**src/rtl/fetch_issue.sv**
```systemverilog
// fetch_issue: holds the PC, fetches one instruction at a time from imem and issues it to decode.
// Optional macro FETCH_EXC_EN builds the SIIC/RTI exception-return path and the epc register.
module fetch_issue #(
    parameter int unsigned        PC_W       = 16,
    parameter logic [PC_W-1:0]    RESET_PC   = PC_W'(16'h0000),
    parameter logic [PC_W-1:0]    EXC_VECTOR = PC_W'(16'h0002)
) (
    input  logic            clk,
    input  logic            rst_n,
    output logic [PC_W-1:0] imem_addr,
    output logic            imem_rd,
    input  logic [PC_W-1:0] imem_data,
    input  logic            imem_done,
    output logic [PC_W-1:0] instr,
    output logic [PC_W-1:0] pc_inc,
    output logic            instr_valid,
    input  logic            stall_in,
    input  logic            redirect_en,
    input  logic [PC_W-1:0] redirect_pc,
    output logic [PC_W-1:0] epc,
    output logic            halt_o
);
    localparam int unsigned     OPC_W    = 5;
    localparam int unsigned     OPC_LSB  = PC_W - OPC_W;
    localparam logic [OPC_W-1:0] OPC_HALT = 5'b00000;
    localparam logic [PC_W-1:0] NOP_WORD = PC_W'(16'h0800);
    localparam logic [PC_W-1:0] PC_STEP  = PC_W'(2);
`ifdef FETCH_EXC_EN
    localparam logic [OPC_W-1:0] OPC_SIIC = 5'b00010;
    localparam logic [OPC_W-1:0] OPC_RTI  = 5'b00011;
`endif

    typedef enum logic [1:0] {
        FETCH  = 2'd0,
        ISSUE  = 2'd1,
        DRAIN  = 2'd2,
        HALTED = 2'd3
    } state_t;

    state_t            state;
    logic [PC_W-1:0]   pc;
    logic [OPC_W-1:0]  opcode;

    assign opcode    = instr[PC_W-1:OPC_LSB];
    assign imem_addr = pc;

`ifdef FETCH_EXC_EN
    logic [PC_W-1:0] epc_q;
    assign epc = epc_q;
`else
    assign epc = '0;
`endif

    // Fetch/issue sequencer; redirect outranks every other transition except in HALTED.
    always_ff @(posedge clk or negedge rst_n) begin
        if (!rst_n) begin
            state       <= FETCH;
            pc          <= RESET_PC;
            instr       <= NOP_WORD;
            pc_inc      <= '0;
            instr_valid <= 1'b0;
            imem_rd     <= 1'b0;
            halt_o      <= 1'b0;
`ifdef FETCH_EXC_EN
            epc_q       <= '0;
`endif
        end else begin
            case (state)
                FETCH: begin
                    if (redirect_en) begin
                        pc          <= redirect_pc;
                        instr_valid <= 1'b0;
                        if (imem_done) begin
                            state   <= FETCH;
                            imem_rd <= 1'b1;
                        end else begin
                            state   <= DRAIN;
                            imem_rd <= 1'b0;
                        end
                    end else if (imem_done) begin
                        instr       <= imem_data;
                        pc_inc      <= pc + PC_STEP;
                        instr_valid <= 1'b1;
                        imem_rd     <= 1'b0;
                        state       <= ISSUE;
                    end else begin
                        imem_rd <= 1'b1;
                    end
                end
                ISSUE: begin
                    if (redirect_en) begin
                        pc          <= redirect_pc;
                        instr_valid <= 1'b0;
                        imem_rd     <= 1'b1;
                        state       <= FETCH;
                    end else if (!stall_in) begin
                        instr_valid <= 1'b0;
                        if (opcode == OPC_HALT) begin
                            halt_o  <= 1'b1;
                            imem_rd <= 1'b0;
                            state   <= HALTED;
                        end else begin
                            imem_rd <= 1'b1;
                            state   <= FETCH;
`ifdef FETCH_EXC_EN
                            if (opcode == OPC_SIIC) begin
                                epc_q <= pc_inc;
                                pc    <= EXC_VECTOR;
                            end else if (opcode == OPC_RTI) begin
                                pc    <= epc_q;
                            end else begin
                                pc    <= pc_inc;
                            end
`else
                            pc      <= pc_inc;
`endif
                        end
                    end
                end
                DRAIN: begin
                    // A done coinciding with a redirect still retires the discarded fetch.
                    if (redirect_en) begin
                        pc          <= redirect_pc;
                        instr_valid <= 1'b0;
                    end
                    if (imem_done) begin
                        imem_rd <= 1'b1;
                        state   <= FETCH;
                    end
                end
                HALTED: begin
                    imem_rd     <= 1'b0;
                    instr_valid <= 1'b0;
                    halt_o      <= 1'b1;
                end
                default: state <= FETCH;
            endcase
        end
    end
endmodule
```
**config.mk**
```make
export PLATFORM = sky130hd
export DESIGN_NAME = fetch_issue
export DESIGN_NICKNAME = d
export VERILOG_FILES = /design/src/rtl/fetch_issue.sv
export SDC_FILE = /design/constraint.sdc
export NUM_CORES = 1
export LEC_CHECK = 0
export CAP_MARGIN = 10
export CORE_MARGIN = 5
export CORE_UTILIZATION = 45
export CTS_BUF_LIST = sky130_fd_sc_hd__clkbuf_2 sky130_fd_sc_hd__clkbuf_4 sky130_fd_sc_hd__clkbuf_8
export DETAILED_ROUTE_END_ITERATION = 10
export PLACE_DENSITY = 0.89
export SYNTH_ARGS = -nofsm -noshare
export SYNTH_HDL_FRONTEND = slang
export SYNTH_SLANG_ARGS = --single-unit
```
**constraint.sdc**
```tcl
create_clock -name clk -period 2.9 [get_ports clk]
set_input_delay 0.58 -clock clk [delete_from_list [all_inputs] [get_ports clk]]
set_output_delay 0.58 -clock clk [all_outputs]
set_load 0.02 [all_outputs]
```
==> impl_metrics.py <==
metrics = {
    "power_and_ir_drop": {
        "netSwitchingPower_uw": 1690,
        "power_frac_clock_pct": 10.3,
        "power_uw": 4260,
        "power_density_nw_per_um2": 1140,
        "intPower_uw": 2570,
        "switching_share_pct": 39.6,
        "p_leak_uw": 0.00158,
        "comb_power_share_pct": 55.7,
        "vdd_drop_max_uv": 542,
        "p_seq_share_pct": 34.0,
    },
    "cells_and_area": {
        "finalNonFillerCells": 397,
        "nFillCells": 489,
        "layout-drive-gt1-share_pct": 19.9,
        "multiInputGateArea_um2": 1270,
        "n_antenna_cell": 0,
        "regArea_um2": 1330,
        "synthToLayoutAreaGrowth_pct": 35.2,
        "nNetsFinal": 366,
    },
    "place": {
        "io_buffers": 87,
        "hpwl_um": 4640,
        "dp_slack_ns": 0.329,
        "place.gp.congestion": 0.815,
        "dp_cells": 389,
    },
    "routing": {
        "wirelength_um": 6270,
        "detail-route-antenna-nets": 0,
        "drt_iter0_markers": 132,
        "vias_per_cell": 5.09,
        "dr.pass1.iters": 4,
        "drc_errors": 0,
        "vias": 2022,
        "wl_per_cell_um": 15.8,
    },
    "worst_setup_path": {
        "r2r-start": "state[0]$_DFFE_PN0P_",
        "r2r_slack_ns": 0.87,
        "reg2reg_depth": 7,
        "required_ns": 3.09,
        "r2r-end": "imem_addr[4]$_DFFE_PN0P_",
        "critPathCaptureType": "register",
        "critPathLaunchType": "input port",
        "worst-endpoint-arrival_ns": 2.46,
        "criticalPathCategory": "input port to register",
        "path_max_fanout": 16,
    },
    "synthesis": {
        "avgSynthCellArea_um2": 11.9,
        "ys_seq_area_share_pct": 48.1,
        "synth_edf_count": 0,
        "yosys_warnings": 0,
        "ys.flop_type": "dfrtp_1",
        "ys_types": 31,
        "synthArstFlopShare_pct": 100,
        "ys_ff_latch": 53,
        "synth_area_um2": 2760,
        "synth_cells": 232,
    },
    "timing": {
        "setup-violations-final": 0,
        "slew_violations": 0,
        "rsz0062_at_grt": "no",
        "setup_tns_ns": 0,
        "fin_worst_skew_ns": 0.00677,
        "final.period_utilization_pct": 78.3,
        "fmax_ghz": 0.440,
        "slew_headroom_pct": 60.7,
        "finalCriticalPeriod_ns": 2.27,
        "layout_setup_ws_ns": 0.630,
        "finalHoldViolations": 0,
        "worst_pin_slew_ns": 0.589,
    },
    "global_route": {
        "grt_max_degree": 47,
        "antenna_found_initial": 0,
        "grt_pass1_wl_um": 9940,
        "grt_usage_pct": 16.5,
        "grt_util_met1_pct": 20.7,
        "grtUsageMet2_pct": 27.0,
        "use_met3_pct": 4.66,
        "grt.busiest_layer": "met2",
        "grt_overflow": 0,
        "grt_pass1_vias": 2025,
    },
    "die": {
        "fp.dieH_um": 88.3,
        "start_util_pct": 46.3,
        "fp.dieW_um": 88.3,
        "core_um2": 5960,
        "row_count": 28,
        "dieArea_um2": 7790,
        "io_pins": 104,
    },
    "clock_tree": {
        "cts-resized-gates": 0,
        "clk_pin_slew_ns": 0.09,
        "cts_tree": "built",
        "post_cts_buffers": 0,
        "worstSkewPairLatency_ns": 0.30,
        "htreeDepth": 2,
        "cts-root-buf": "clkbuf_8",
        "cts_made_buffers": 5,
        "clock_path_buffers": 2,
        "hold_buffers": 0,
        "numClockSinks": 53,
    },
    "run": {
        "drv_cap": 0,
    },
    "status": {
        "status": "finished clean",
    },
    "worst_hold_path": {
        "hp-class": "input port to asynchronous set/reset pin",
    },
}
[registers in the layout (all words and copies together), names as in the netlist]
name / flops
halt_o: 1
imem_addr: 16
state: 2
imem_rd: 1
instr: 16
instr_valid: 1
pc_inc: 16
[synthesized netlist by cell type, types with 2 or more instances]
| master | instances | area share, % |
|---|---|---|
| nand3_1 | 5 | 0.91 |
| mux2_4 | 8 | 4.4 |
| a21oi_1 | 4 | 0.73 |
| a211o_1 | 2 | 0.64 |
| nand2_1 | 21 | 2.9 |
| xnor2_1 | 11 | 3.5 |
| nor3_1 | 4 | 0.73 |
| ha_1 | 8 | 3.6 |
| dfrtp_1 | 52 | 47 |
| buf_6 | 2 | 0.82 |
| mux2_2 | 40 | 16 |
| nor2_1 | 4 | 0.54 |
| o21ai_0 | 17 | 3.1 |
| xor2_1 | 2 | 0.64 |
| inv_1 | 8 | 1.1 |
| nand4_1 | 4 | 0.91 |
| clkbuf_1 | 3 | 0.41 |
| mux2i_1 | 5 | 1.8 |
| buf_4 | 17 | 4.6 |
| nor4_1 | 4 | 0.91 |
[how the worst max path moves through the flow]
| stage | endpoint | slack, ns | cells after the start | from |
|---|---|---|---|---|
| finish | imem_addr[4]$_DFFE_PN0P_ | 0.63 | 5 | redirect_en |
| global route | imem_addr[0]$_DFFE_PN0P_ | 0.54 | 5 | redirect_en |
| CTS | imem_addr[4]$_DFFE_PN0P_ | 0.64 | 5 | redirect_en |
| detailed placement | imem_addr[1]$_DFFE_PN0P_ | 0.33 | 5 | redirect_en |
| global placement | imem_addr[4]$_DFFE_PN0P_ | 0.39 | 5 | redirect_en |
| floorplan | imem_addr[10]$_DFFE_PN0P_ | 0.83 | 7 | state[0]$_DFFE_PN0P_ |
[final cells by class]
cell class,instances,area share (%)
Clock buffer,8,2.62
Inverter,8,0.806
Multi-Input combinational cell,162,34.1
Sequential cell,53,35.6
Tap cell,75,2.52
Timing Repair Buffer,91,24.4
[critical path, cell delays in order]
cell and delay, ns:
clkdlybuf4s50_1 0.57, nor4_2 0.42, a311o_1 0.23, buf_4 0.28, mux2_2 0.37
[power groups by stage]
stage                     combinational (uW)  sequential, uW  clock [uW]
final                                   2370            1450         440
after global routing                    2540            1510         487
after CTS                               2400            1450         458
after detailed placement                2390            1460           0
after global placement                  2330            1440           0
after floorplan                         1070            1830           0
[per-stage QoR]
stage	cell area (um^2)	utilization [%]	hold WS (ns)
4_1_cts	3730	62.6	0.285
5_1_grt	3730	62.6	0.301
3_5_place_dp	3630	60.9	0.477
3_3_place_gp	3630	60.9	0.477
6_report	3730	62.6	0.275
2_1_floorplan	2810	-	0.284
[cell families (layout without fill, tap and decap cells)]
group / Yosys count / count (layout) / synth area share [%]
DFF: 53 / 53 / 48.1
muxes: 53 / 53 / 22.5
buffers and inverters: 32 / 107 / 7.85
xor gates and xnor gates: 13 / 13 / 4.13
and+or+nand+nor: 45 / 45 / 7.89
AOI/OAI and AO/OA: 27 / 27 / 5.72
adders and majority gates: 8 / 8 / 3.63
other: 1 / 16 / 0.136
[layer usage]
metal / vias to the layer above / share of wire [%] / routed length, um
li1: 953 / - / -
met1: 983 / 41 / 2580
met2: 77 / 48 / 2990
met3: 9 / 9.2 / 574
met4: 0 / 2.0 / 125
met5: - / 0 / 0
[layout by cell type, fill, tap and decap left out, types with 5 or more instances in the layout]
cell type         n
mux2_2           40
mux2_4            8
inv_1             8
conb_1           16
mux2i_1           5
dfrtp_1          52
xnor2_1          11
clkdlybuf4s50_1  86
nand3_1           5
nand2_1          21
clkbuf_8          6
ha_1              8
o21ai_0          17
Note: power is estimated with default switching activity, not from simulation.
